## config.mk

```make
export PLATFORM = sky130hd
export DESIGN_NAME = serial_add_ctrl
export DESIGN_NICKNAME = d
export VERILOG_FILES = /design/src/rtl/serial_add_ctrl.sv
export SDC_FILE = /design/constraint.sdc
export NUM_CORES = 1
export LEC_CHECK = 0
export CAP_MARGIN = 20
export CORE_ASPECT_RATIO = 1.4
export CORE_MARGIN = 1.5
export CORE_UTILIZATION = 50
export CTS_BUF_LIST = sky130_fd_sc_hd__clkbuf_4
export DETAILED_ROUTE_END_ITERATION = 16
export GPL_ROUTABILITY_DRIVEN = 0
export HOLD_SLACK_MARGIN = 0.08
export PLACE_DENSITY_LB_ADDON = 0.08
export SYNTH_ARGS = -nofsm -noshare
export SYNTH_HDL_FRONTEND = slang
export SYNTH_SLANG_ARGS = --single-unit
```

## constraint.sdc

```tcl
create_clock -name clk -period 2.1 [get_ports clk]
set_clock_uncertainty 0.15 [all_clocks]
set_input_delay 0.21 -clock clk [delete_from_list [all_inputs] [get_ports clk]]
set_output_delay 0.21 -clock clk [all_outputs]
set_load 0.03 [all_outputs]
```

## src/rtl/serial_add_ctrl.sv

```systemverilog
// serial_add_ctrl: bit-serial adder controller.
// Sequences one shared 1-bit add slice (two half adders plus an OR for the
// carry) over a WIDTH-bit operand pair, LSB first, one bit per clock.
// Host handshake: start (sampled in IDLE) -> busy during RUN -> one-cycle
// done pulse with sum/cout valid. sum/cout hold until the next completion.
module serial_add_ctrl #(
    parameter int WIDTH = 8,
    parameter int CNT_W = $clog2(WIDTH) + 1
) (
    input  logic             clk,
    input  logic             rst,
    input  logic             start,
    input  logic [WIDTH-1:0] a,
    input  logic [WIDTH-1:0] b,
    input  logic             cin,
    output logic             busy,
    output logic             done,
    output logic [WIDTH-1:0] sum,
    output logic             cout
);

    typedef enum logic [1:0] {
        ST_IDLE = 2'd0,
        ST_RUN  = 2'd1,
        ST_DONE = 2'd2
    } state_t;

    state_t             state_r;
    state_t             state_s;

    logic [WIDTH-1:0]   a_sh_r;
    logic [WIDTH-1:0]   b_sh_r;
    logic [WIDTH-1:0]   res_sh_r;
    logic               carry_r;
    logic [CNT_W-1:0]   cnt_r;

    logic               busy_r;
    logic               done_r;
    logic [WIDTH-1:0]   sum_r;
    logic               cout_r;

    logic [1:0]         slice_s;     // {carry_out, sum_bit} of the shared slice
    logic [WIDTH-1:0]   res_next_s;
    logic               last_bit_s;
    logic               accept_s;
    logic               shift_s;
    logic               finish_s;

    // One-bit full add built from two half adders and an OR; returns {c, s}.
    function automatic logic [1:0] full_add(input logic x, input logic y, input logic ci);
        logic hs1;
        logic hc1;
        logic hs2;
        logic hc2;
        hs1 = x ^ y;
        hc1 = x & y;
        hs2 = hs1 ^ ci;
        hc2 = hs1 & ci;
        return {hc1 | hc2, hs2};
    endfunction

    // Shared add slice on the current LSBs and the result shift-in value.
    always_comb begin
        slice_s    = full_add(a_sh_r[0], b_sh_r[0], carry_r);
        res_next_s = {slice_s[0], res_sh_r[WIDTH-1:1]};
        last_bit_s = (cnt_r == CNT_W'(WIDTH - 1));
    end

    // Next-state decode and datapath control strobes.
    always_comb begin
        state_s  = state_r;
        accept_s = 1'b0;
        shift_s  = 1'b0;
        finish_s = 1'b0;
        case (state_r)
            ST_IDLE: begin
                if (start) begin
                    state_s  = ST_RUN;
                    accept_s = 1'b1;
                end else begin
                    state_s  = ST_IDLE;
                end
            end
            ST_RUN: begin
                shift_s = 1'b1;
                if (last_bit_s) begin
                    state_s  = ST_DONE;
                    finish_s = 1'b1;
                end else begin
                    state_s  = ST_RUN;
                end
            end
            ST_DONE: begin
                state_s = ST_IDLE;
            end
            default: begin
                state_s = ST_IDLE;
            end
        endcase
    end

    // FSM state register.
    always_ff @(posedge clk or posedge rst) begin
        if (rst) begin
            state_r <= ST_IDLE;
        end else begin
            state_r <= state_s;
        end
    end

    // Operand/result shift registers, carry flop and bit counter.
    always_ff @(posedge clk or posedge rst) begin
        if (rst) begin
            a_sh_r   <= {WIDTH{1'b0}};
            b_sh_r   <= {WIDTH{1'b0}};
            res_sh_r <= {WIDTH{1'b0}};
            carry_r  <= 1'b0;
            cnt_r    <= {CNT_W{1'b0}};
        end else if (accept_s) begin
            a_sh_r   <= a;
            b_sh_r   <= b;
            res_sh_r <= {WIDTH{1'b0}};
            carry_r  <= cin;
            cnt_r    <= {CNT_W{1'b0}};
        end else if (shift_s) begin
            a_sh_r   <= {1'b0, a_sh_r[WIDTH-1:1]};
            b_sh_r   <= {1'b0, b_sh_r[WIDTH-1:1]};
            res_sh_r <= res_next_s;
            carry_r  <= slice_s[1];
            cnt_r    <= cnt_r + CNT_W'(1);
        end else begin
            a_sh_r   <= a_sh_r;
            b_sh_r   <= b_sh_r;
            res_sh_r <= res_sh_r;
            carry_r  <= carry_r;
            cnt_r    <= cnt_r;
        end
    end

    // Registered handshake and result outputs; sum/cout load as DONE is entered.
    always_ff @(posedge clk or posedge rst) begin
        if (rst) begin
            busy_r <= 1'b0;
            done_r <= 1'b0;
            sum_r  <= {WIDTH{1'b0}};
            cout_r <= 1'b0;
        end else begin
            busy_r <= (state_s == ST_RUN);
            done_r <= (state_s == ST_DONE);
            if (finish_s) begin
                sum_r  <= res_next_s;
                cout_r <= slice_s[1];
            end else begin
                sum_r  <= sum_r;
                cout_r <= cout_r;
            end
        end
    end

    assign busy = busy_r;
    assign done = done_r;
    assign sum  = sum_r;
    assign cout = cout_r;

endmodule

```

# Yosys cells after proc, flatten, opt, wreduce, memory -nomap -nowiden
# Cells that the tools add are included.
[totals]
output_inout_bits = 11
reg_bits = 42
latch_bits = 0
input_bits = 20
ramBits = 0
mem_bits_ro = 0
memories = 0
[op_classes]
n_shift = 0
eq_ne = 4
magnitude_cmp = 0
n_bitwise = 5
add_sub_neg = 1
div = 0
n_mux = 18
n_reduce_logical = 2
n_mul = 0
[op_table]
columns = ["cell", "count"]
rows = [
  ["2-to-1 mux 8 bit", 6],
  ["2-to-1 mux 1 bit", 8],
  ["2-to-1 mux 4 bit", 2],
  ["adder 4 x 1 -> 4 bit, second input constant", 1],
  ["== test 2 x 1 -> 1 bit, second input constant", 2],
  ["== test 4 x 3 -> 1 bit, second input constant", 1],
  ["case mux 2 bit (2 select lines)", 1],
  ["AND 1 bit", 2],
  ["== test 2 bit, second input constant", 1],
  ["zero test 2 bit", 1],
  ["2-to-1 mux 2 bit", 1],
  ["nonzero test 2 bit", 1],
  ["bitwise XOR 1 bit", 2],
  ["bitwise OR 1 bit", 1],
]

# Logic depth before layout (Yosys ltp)
[depth]
depth_word = 5
depth_mapped = 5
depth_no_buf = 4

# Least setup slack after synthesis
# OpenSTA, ideal clock, no wires.
[synth_timing]
path_type = "flip-flop to flip-flop"
startpoint = "register cnt_r[0]"
endpoint = "register cout_r (netlist: cout)"
required_ps = 1825
path_buffers = 0
setup_ps = 125
slack_ps = 473
arrival_time_ps = 1353
path_stages_with_launch = 5
path_cell_list = "dfrtp_1 > ha_1 > nand2_2 > nor3_4 > mux2_2"
[synth_between]
elab_chain_cells = 3
[synth_lines]
columns = ["element", "line", "source"]
rows = [
  ["from (decl)", "35", "logic [CNT_W-1:0] cnt_r;"],
  ["from (signal assigned)", "118", "cnt_r <= {CNT_W{1'b0}};"],
  ["from (signal assigned)", "124", "cnt_r <= {CNT_W{1'b0}};"],
  ["from (signal assigned)", "130", "cnt_r <= cnt_r + CNT_W'(1);"],
  ["== test 4 x 3 -> 1 bit", "66", "last_bit_s = (cnt_r == CNT_W'(WIDTH - 1));"],
  ["2-to-1 mux 1 bit", "86", "if (last_bit_s) begin"],
  ["2-to-1 mux 1 bit", "75", "case (state_r)"],
  ["via finish_s", "47", "logic finish_s;"],
  ["to (signal assigned)", "152", "cout_r <= slice_s[1];"],
  ["to (signal assigned)", "155", "cout_r <= cout_r;"],
  ["to (decl)", "40", "logic cout_r;"],
]
# The timed path passes the listed nets, and every way through them passes these cells.
# A chain may end at the register's enable or synchronous reset.

# Worst setup path after layout
[layout_timing]
startpoint = "register cnt_r[0]"
endpoint = "register sum_r[4] (netlist: sum[4])"
[layout_between]
elab_chain_cells = 3
[layout_lines]
columns = ["element", "line", "source"]
rows = [
  ["== test 4 x 3 -> 1 bit", "66", ""],
  ["2-to-1 mux 1 bit", "86", ""],
  ["2-to-1 mux 1 bit", "75", ""],
  ["via finish_s", "47", ""],
  ["to (signal assigned)", "145", "sum_r <= {WIDTH{1'b0}};"],
  ["to (signal assigned)", "151", "sum_r <= res_next_s;"],
  ["to (signal assigned)", "154", "sum_r <= sum_r;"],
  ["to (decl)", "39", "logic [WIDTH-1:0] sum_r;"],
]
# The timed path passes the listed nets, and every way through them passes these cells.

==> flow_metrics.env <==
export IMPL_critical_path_max_fanout=10
export IMPL_cts_sinks=41
export IMPL_route_detailed_drc=0
export IMPL_num_rows=24
export IMPL_clock_path_buffers=2
export IMPL_worst_ir_drop_vdd_mv=0.783
export IMPL_grt_usage=0.206
export IMPL_route_vias_total=1192
export IMPL_hpwlAfterDp_um=2280
export IMPL_cap_viol_max_count=0
export IMPL_number_of_distinct_library_cells_after_synthesis=24
export IMPL_mappedNetlistNets=160
export IMPL_nets=194
export IMPL_syn_avg_cell_area_um2=12.1
export IMPL_headroom_to_the_max_slew_limit=0.618
export IMPL_postRouteWirelength_um=3220
export IMPL_maxClockFrequency_ghz=0.545
export IMPL_drt_first_iter_violations=35
export IMPL_clock_latency_ns=0.34
export IMPL_grt_antenna_before_repair=0
export IMPL_synth_area_mm2=0.00168
export IMPL_critPathKind="flip-flop to flip-flop"
export IMPL_p_per_area_mw_per_mm2=1440
export IMPL_power_frac_comb=0.438
export IMPL_first_pass_iters=4
export IMPL_required_ns=2.18
export IMPL_grt_use_met2=0.343
export IMPL_grt_pass1_vias=1236
export IMPL_post_cts_buffers=0
export IMPL_clock_tree_root_cell="sky130_fd_sc_hd__clkbuf_4"
export IMPL_chipWidth_um=51.9
export IMPL_flop_pwr_share=0.435
export IMPL_setup_repair_after_global_routing_missed_its_margin="false"
export IMPL_synth_ff_latch_count=41
export IMPL_r2r_slack_ns=0.26
export IMPL_grtUsageMet1=0.240
export IMPL_fin_setup_tns_ns=0
export IMPL_core_area_mm2=0.00315
export IMPL_p_int_w=0.00188
export IMPL_dieArea_mm2=0.00371
export IMPL_min_path_type="input pin to async pin"
export IMPL_die_h_um=71.5
export IMPL_setup_viol=0
export IMPL_diodes=0
export IMPL_cts_made_buffers=5
export IMPL_grt_met3_usage=0.0604
export IMPL_outcome="complete, no violations"
export IMPL_starting_density=0.531
export IMPL_pin_count_of_the_biggest_net_entering_global_routing=42
export IMPL_via_per_inst=5.62
export IMPL_overflow=0
export IMPL_htree_levels=2
export IMPL_final_max_slew_viol_count=0
export IMPL_post_drt_wl_per_cell_um=15.2
export IMPL_critPathArrivalTime_ns=1.92
export IMPL_final_min_period_over_clock_period=0.874
export IMPL_p_sw_w=0.00114
export IMPL_tritoncts_clock_tree="yes"
export IMPL_cts_hold_repair_buffers=0
export IMPL_syn2layout_area_growth_pct=25.5
export IMPL_syn_instance_count=138
export IMPL_cts_repair_resized=0
export IMPL_clk_pin_slew_ns=0.11
export IMPL_reg2reg_depth=4
export IMPL_power_leakage_nw=0.928
export IMPL_fraction_of_final_layout_cells_with_drive_strength_greater_than_1=0.162
export IMPL_layout_min_cycle_time_ns=1.84
export IMPL_timing_critical_path_from_type="flip-flop"
export IMPL_io_buffers=30
export IMPL_global_route_peak_usage_layer="met2"
export IMPL_setup_worst_path_end_class="flip-flop"
export IMPL_regToRegEndpoint="sum[4]$_DFFE_PP0P_"
export IMPL_tightestPinTransition_ns=0.573
export IMPL_global_route_wire_length_before_repair_um=5620
export IMPL_synth_seq_area_share=0.612
export IMPL_r2r_start="cnt_r[0]$_DFFE_PP0P_"
export IMPL_io_pins=31
export IMPL_timing_hold_ws_ns=0.126
export IMPL_timing_final_hold_violations=0
export IMPL_power_frac_clock=0.127
export IMPL_synth_warnings=0
export IMPL_antenna_left=0
export IMPL_sw_frac_of_total=0.378
[area by class of cell]
class                           count  area (µm²)
Fill cell                         266        1050
Multi-Input combinational cell     86         604
Timing Repair Buffer               37         365
Clock buffer                        6        45.0
Tap cell                           39        48.8
Clock inverter                      2        10.0
Sequential cell                    41        1030
Inverter                            1        3.75
[per-stage QoR]
| step | instance area [µm²] | setup slack (ns) | instances | util | total power (W) |
|---|---|---|---|---|---|
| CTS | 2100 | 0.258 | 212 | 0.667 | 0.00305 |
| global route | 2100 | 0.169 | 212 | 0.667 | 0.00324 |
| detailed placement | 2050 | 0.271 | 204 | 0.650 | 0.00267 |
| finish | 2100 | 0.264 | 212 | 0.667 | 0.00302 |
| global placement | 2050 | 0.360 | 204 | 0.650 | 0.00259 |
| floorplan | 1680 | 0.473 | 138 | - | 0.00218 |
[state kept, by name, summed over array words and instances, names as in the netlist]
register,cells
a_sh_r,8
busy,1
sum,8
res_sh_r,7
cnt_r,4
done,1
state_r,2
cout,1
carry_r,1
b_sh_r,8
[power groups by stage]
stage          registers (W)  clock network [W]  logic (W)
3_5_place_dp         0.00134                  0    0.00133
5_1_grt              0.00137           0.000429    0.00145
2_1_floorplan        0.00146                  0   0.000719
3_3_place_gp         0.00132                  0    0.00128
6_report             0.00132           0.000384    0.00133
4_1_cts              0.00132           0.000396    0.00134
[worst max-delay path, stage by stage, from the launching register on]
cell	delay (ns)
sky130_fd_sc_hd__dfrtp_1	0.40
sky130_fd_sc_hd__ha_1	0.23
sky130_fd_sc_hd__nand2_2	0.10
sky130_fd_sc_hd__nor3_4	0.44
sky130_fd_sc_hd__mux2_2	0.40
[layer usage]
metal	routed length [µm]	part of all wire
met5	0	0
met4	66	0.021
met3	144	0.045
met2	1710	0.53
met1	1300	0.40
[cell usage after synthesis (all sizes together)]
library cell | n | area, µm²
dfrtp | 41 | 1030
nor2b | 3 | 18.8
a21oi | 2 | 10.0
a22o | 11 | 97.6
ha | 1 | 12.5
clkbuf | 4 | 15.0
nor2 | 1 | 3.75
buf | 6 | 30.0
a22oi | 16 | 120
mux2i | 1 | 10.0
nand3 | 1 | 5.00
mux2 | 9 | 101
inv | 1 | 3.75
o31ai | 1 | 7.51
and2 | 1 | 6.26
fa | 1 | 20.0
o21ai | 16 | 80.1
nand2b | 2 | 12.5
nand2 | 17 | 66.3
nor3 | 2 | 21.3
o21bai | 1 | 7.51
[cells by family after synthesis]
logic type | count (synthesis) | share of synthesized area
muxes | 10 | 0.0665
adders and majority gates | 2 | 0.0194
buffers and inverters | 11 | 0.0291
and+or+nand+nor | 27 | 0.0799
AOI/OAI and AO/OA | 47 | 0.193
DFF | 41 | 0.612
[worst max-delay path by stage]
stage / startpoint / endpoint / slack, ns / depth (start not counted)
final: cnt_r[0]$_DFFE_PP0P_ / sum[4]$_DFFE_PP0P_ / 0.26 / 4
after detailed placement: cnt_r[0]$_DFFE_PP0P_ / sum[4]$_DFFE_PP0P_ / 0.27 / 4
after floorplan: cnt_r[0]$_DFFE_PP0P_ / cout$_DFFE_PP0P_ / 0.47 / 4
after CTS: cnt_r[0]$_DFFE_PP0P_ / sum[4]$_DFFE_PP0P_ / 0.26 / 4
after global placement: cnt_r[0]$_DFFE_PP0P_ / sum[7]$_DFFE_PP0P_ / 0.36 / 4
after global routing: cnt_r[0]$_DFFE_PP0P_ / sum[4]$_DFFE_PP0P_ / 0.17 / 4
[placed cells by master (no fill, tap or decap), types with 2 or more instances in the layout]
master                             n
sky130_fd_sc_hd__a22o_1           10
sky130_fd_sc_hd__a21oi_1           2
sky130_fd_sc_hd__mux2_2            9
sky130_fd_sc_hd__clkdlybuf4s50_1  30
sky130_fd_sc_hd__a22oi_1          16
sky130_fd_sc_hd__buf_4             6
sky130_fd_sc_hd__dfrtp_1          41
sky130_fd_sc_hd__nand2b_1          2
sky130_fd_sc_hd__clkbuf_4          6
sky130_fd_sc_hd__nor2b_1           3
sky130_fd_sc_hd__nand2_1          16
sky130_fd_sc_hd__o21ai_0          16
sky130_fd_sc_hd__clkinv_2          2
Power figures use the tool's default switching activity.
